[src/rtl/debounce_pkg.sv]
// Shared types and defaults for the push-button debouncer and its synchroniser.
package debounce_pkg;

  typedef enum logic [1:0] {
    IDLE  = 2'd0,
    ARM_P = 2'd1,
    HELD  = 2'd2,
    ARM_R = 2'd3
  } deb_state_t;

  localparam int DEFAULT_STABLE_CYCLES = 16;

  // Raw pin value that corresponds to "not pressed" for a given polarity.
  function automatic logic released_raw(input logic active_low);
    return active_low ? 1'b1 : 1'b0;
  endfunction

  // Map the raw synchronised pin onto "1 = pressed".
  function automatic logic normalise_btn(input logic raw, input logic active_low);
    return active_low ? ~raw : raw;
  endfunction

endpackage

[src/rtl/sync_2ff.sv]
// Two-flop synchroniser for asynchronous board inputs; reset loads RST_VAL.
module sync_2ff #(
  parameter logic RST_VAL = 1'b0
) (
  input  logic clk,
  input  logic rst,
  input  logic d,
  output logic q
);

  logic meta_q;
  logic sync_q;

  // Synchronising flop chain with synchronous active-low reset.
  always_ff @(posedge clk) begin
    if (!rst) begin
      meta_q <= RST_VAL;
      sync_q <= RST_VAL;
    end else begin
      meta_q <= d;
      sync_q <= meta_q;
    end
  end

  assign q = sync_q;

endmodule

[src/rtl/button_pulse_debouncer.sv]
// Debounces a bouncing push-button into a registered level and a single-cycle
// pulse per accepted press, used as the display counter's advance strobe.
module button_pulse_debouncer
  import debounce_pkg::*;
#(
  parameter int STABLE_CYCLES  = DEFAULT_STABLE_CYCLES,
  parameter bit BTN_ACTIVE_LOW = 1'b1
) (
  input  logic clk,
  input  logic rst,
  input  logic btn_in,
  output logic pulse,
  output logic level
);

  localparam int CNT_W = $clog2(STABLE_CYCLES);
  localparam logic [CNT_W-1:0] CNT_MAX  = CNT_W'(STABLE_CYCLES - 1);
  localparam logic [CNT_W-1:0] CNT_ZERO = {CNT_W{1'b0}};
  localparam logic [CNT_W-1:0] CNT_ONE  = CNT_W'(1);

  logic             btn_sync_s;
  logic             s_btn;
  deb_state_t       state_q, state_d;
  logic [CNT_W-1:0] cnt_q, cnt_d;
  logic             level_q, level_d;
  logic             pulse_q, pulse_d;

  sync_2ff #(
    .RST_VAL (released_raw(BTN_ACTIVE_LOW))
  ) u_sync (
    .clk (clk),
    .rst (rst),
    .d   (btn_in),
    .q   (btn_sync_s)
  );

  assign s_btn = normalise_btn(btn_sync_s, BTN_ACTIVE_LOW);

  // Next-state, stability counter and output decode.
  always_comb begin
    state_d = state_q;
    cnt_d   = cnt_q;
    level_d = (state_q == HELD) || (state_q == ARM_R);
    // Entering HELD from ARM_P is the only time level_q is still low in HELD;
    // a rejected release bounce (ARM_R->HELD) therefore never pulses.
    pulse_d = (state_q == HELD) && !level_q;
    case (state_q)
      IDLE: begin
        if (s_btn) begin
          state_d = ARM_P;
          cnt_d   = CNT_ZERO;
        end else begin
          state_d = IDLE;
          cnt_d   = CNT_ZERO;
        end
      end
      ARM_P: begin
        if (!s_btn) begin
          state_d = IDLE;
          cnt_d   = CNT_ZERO;
        end else if (cnt_q == CNT_MAX) begin
          state_d = HELD;
          cnt_d   = CNT_ZERO;
        end else begin
          state_d = ARM_P;
          cnt_d   = cnt_q + CNT_ONE;
        end
      end
      HELD: begin
        if (!s_btn) begin
          state_d = ARM_R;
          cnt_d   = CNT_ZERO;
        end else begin
          state_d = HELD;
          cnt_d   = CNT_ZERO;
        end
      end
      ARM_R: begin
        if (s_btn) begin
          state_d = HELD;
          cnt_d   = CNT_ZERO;
        end else if (cnt_q == CNT_MAX) begin
          state_d = IDLE;
          cnt_d   = CNT_ZERO;
        end else begin
          state_d = ARM_R;
          cnt_d   = cnt_q + CNT_ONE;
        end
      end
      default: begin
        state_d = IDLE;
        cnt_d   = CNT_ZERO;
      end
    endcase
  end

  // State, counter and output registers with synchronous active-low reset.
  always_ff @(posedge clk) begin
    if (!rst) begin
      state_q <= IDLE;
      cnt_q   <= CNT_ZERO;
      level_q <= 1'b0;
      pulse_q <= 1'b0;
    end else begin
      state_q <= state_d;
      cnt_q   <= cnt_d;
      level_q <= level_d;
      pulse_q <= pulse_d;
    end
  end

  assign pulse = pulse_q;
  assign level = level_q;

endmodule
[config.mk]
export PLATFORM = sky130hd
export DESIGN_NAME = button_pulse_debouncer
export DESIGN_NICKNAME = d
export VERILOG_FILES = /design/src/rtl/debounce_pkg.sv /design/src/rtl/sync_2ff.sv /design/src/rtl/button_pulse_debouncer.sv
export SDC_FILE = /design/constraint.sdc
export NUM_CORES = 1
export LEC_CHECK = 0
export ABC_AREA = 1
export CAP_MARGIN = 20
export CORE_AREA = 5 5 42 44
export CTS_BUF_LIST = sky130_fd_sc_hd__clkbuf_2 sky130_fd_sc_hd__clkbuf_4 sky130_fd_sc_hd__clkbuf_8
export DETAILED_ROUTE_END_ITERATION = 8
export DIE_AREA = 0 0 47 49
export GPL_TIMING_DRIVEN = 0
export PLACE_DENSITY_LB_ADDON = 0.08
export SLEW_MARGIN = 20
export SYNTH_ARGS = -nofsm -noshare
export SYNTH_HDL_FRONTEND = slang
export SYNTH_SLANG_ARGS = --single-unit
[constraint.sdc]
create_clock -name clk -period 1.7 [get_ports clk]
set_clock_uncertainty 0.2 [all_clocks]
set_input_delay 0.34 -clock clk [delete_from_list [all_inputs] [get_ports clk]]
set_output_delay 0.34 -clock clk [all_outputs]
set_load 0.02 [all_outputs]
==> results.md <==
* Antenna Violating Nets Remaining at 0
* Critical Path Slowest Stage Cell: dlygate4sd2_1
* Min-delay worst type: flop to flop
* RD Place Congestion at 0.720
* Crit end category: primary output
* RSZ-0062 raised after global routing: no
* Count of different cell masters after synthesis at 13
* Port Buffers at 4
* Critical path endpoint: level
* Peak Freq at 0.687 GHz
* Status: finished clean
* Seq/Total Area, Yosys at 0.521
* Post-CTS Setup Bufs at 0
* Setup TNS at 0 ns
* Synth-to-layout area growth at 20.8%
* Reg2Reg Setup Slack at 0.44 ns
* Mean routed wirelength per cell at 8.65 um
* Tmin final at 1.46 ns
* Vias in the first global route at 303
* Worst-path cell chain: dlygate4sd2_1
* Biggest area consumer among synthesized cells: dfxtp_1
* Clk_lat worst skew at 0.25 ns
* CP Launch Point: level$_SDFF_PN0_
* CTS root buf: clkbuf_4
* CP max FO at 2
* Hold Violations, Final at 0
* Max Root-Sink Buffers at 2
* Leak Pwr at 0.000211 uW
* Post-synth top area share at 0.521
* Power Density at 863 mW/mm^2
* DR vias/cell at 4.32
* GRT overflow at 0
* Vias at 307
* Setup WS post-layout at 0.245 ns
* Worst Path Buf+Inv at 1
* Clock sinks at 10
* Max Cap Viol at 0
* Arr. time, crit path at 0.92 ns
* Commonest non-fill, non-tap cell in the layout: nand2_1
* HPWL Detailed at 519 um
* Synth warn at 0
* RR Endpoint: state_q[1]$_SDFF_PN0_
* First-pass GRT wire length at 1100 um
* Height of the die at 49 um
* Max-slew violation count at 0
* I/O pins at 5
* CTS H-tree depth at 1
* # rows at 14
* CTS clock-pin slew for the worst setup and hold paths at 0.06 ns
* Slew HR at 0.860
* Reg2reg path depth at 6
* Maximum vdd drop at 381 uV
* Final Setup Violations at 0
* Total core area at 0.00140 mm^2
* Critical path depth at 1
* Post-route clock period utilization at 0.856
* CTS tree: built
* Final wirelength at 614 um
* GRT Overall Usage at 0.0698
* Worst Tran Pin Value at 0.211 ns
* Post-Synthesis Cells at 48
* Worst Path Required at 1.16 ns
* Final nets at 61
* Most frequent cells in the layout: nand2_1 (11), dfxtp_1 (10), nor2_1 (8)
* Seq cells post-synth at 10
* Chip width at 47 um
* CTS buffer count at 3
* Initial antenna violation count at 0
* DP Worst Slack at 0.169 ns
* Largest net degree at the start of global routing at 6
* Slowest stage delay, CP at 0.34 ns
* Initial Utilization at 0.274
* Hold wc startpoint: u_sync.meta_q$_SDFF_PN1_
* FF-to-FF Start: cnt_q[0]$_SDFF_PN0_
* Syn Nets at 52
* Mapped Area at 384 um^2
* Synth Area per Inst at 8.00 um^2
* Synth area leaders: dfxtp_1 (52%), nand2_1 (11%), nor2_1 (7.8%), inv_1 (6.8%), nand3_1 (3.9%)
* Die area at 0.00230 mm^2
* Iteration-0 DRC Markers at 0
* Layout cells sized above 1 at 0.145
* # hold bufs at CTS at 0
* Worst Setup Start Kind: flop
* Antenna cell count at 0
* First drt pass iteration count at 1
* Critical path class: flop to primary output
* Delay-heaviest family, CP: buffers and inverters
* DRC at 0
* Fillers at 173
==> stage by stage <==
step / std cells / power (uW) / utilization / area (um^2) / hold WS [ns]
floorplan: 48 / 250 / - / 384 / 0.192
global placement: 68 / 257 / 0.317 / 444 / 0.199
detailed placement: 68 / 257 / 0.317 / 444 / 0.204
CTS: 71 / 411 / 0.331 / 464 / 0.219
global route: 71 / 423 / 0.331 / 464 / 0.246
finish: 71 / 401 / 0.331 / 464 / 0.215
==> what timing repair did <==
item	CTS	global route
gates resized for setup	2	0
endpoints found under the hold margin	0	0
setup endpoints to repair	2	0
==> Yosys cell counts <==
cell	number
nor3_2	1
nand3_1	3
nand2_1	11
nand4_1	1
xnor2_1	1
nor2_2	1
nor3_1	1
nor2_1	8
ha_1	1
or2_2	2
dfxtp_1	10
nand3_2	1
inv_1	7
==> area by class of cell <==
cell class | count | area, um^2 | area share
flip-flops and latches | 10 | 200 | 0.431
well taps | 16 | 20.0 | 0.0431
multi-input cells | 31 | 158 | 0.340
repair buffers | 4 | 37.5 | 0.0809
inverters | 7 | 26.3 | 0.0566
clock buffers | 3 | 22.5 | 0.0485
==> logic make-up after synthesis <==
family	after synthesis	synth area share
flip-flops	10	0.521
adder cells (fa/ha/maj)	1	0.0326
AND/OR/NAND/NOR	29	0.355
buffers and inverters	7	0.0684
XOR/XNOR	1	0.0228
==> flip-flops by register name, indices dropped and copies added, names as in the netlist <==
name and count:
cnt_q 4, state_q 2, level 1, pulse 1, u_sync.meta_q 1, u_sync.q 1
==> report_power, final <==
group          total, uW  leakage, uW  internal, uW  switching, uW
registers            239    0.0000811           237           1.82
logic               12.2     0.000116          7.07           5.17
clock network        149    0.0000138          81.1           68.4
==> layer usage <==
metal | up-vias | global-route usage | share of wire
met5 | - | 0 | 0
met4 | 0 | 0.0829 | 0.016
met3 | 2 | 0.0221 | 0.037
met2 | 2 | 0.106 | 0.53
met1 | 141 | 0.0618 | 0.41
li1 | 162 | - | -
==> how the worst min path moves through the flow <==
| stage | to | slack (ns) | cells past startpoint |
|---|---|---|---|
| 2_1_floorplan | u_sync.q$_SDFF_PN1_ | 0.19 | 1 |
| 3_3_place_gp | u_sync.q$_SDFF_PN1_ | 0.20 | 1 |
| 3_5_place_dp | u_sync.q$_SDFF_PN1_ | 0.20 | 1 |
| 4_1_cts | u_sync.q$_SDFF_PN1_ | 0.22 | 1 |
| 5_1_grt | u_sync.q$_SDFF_PN1_ | 0.25 | 1 |
| 6_report | u_sync.q$_SDFF_PN1_ | 0.22 | 1 |
Note: power is estimated with default switching activity, not from simulation.
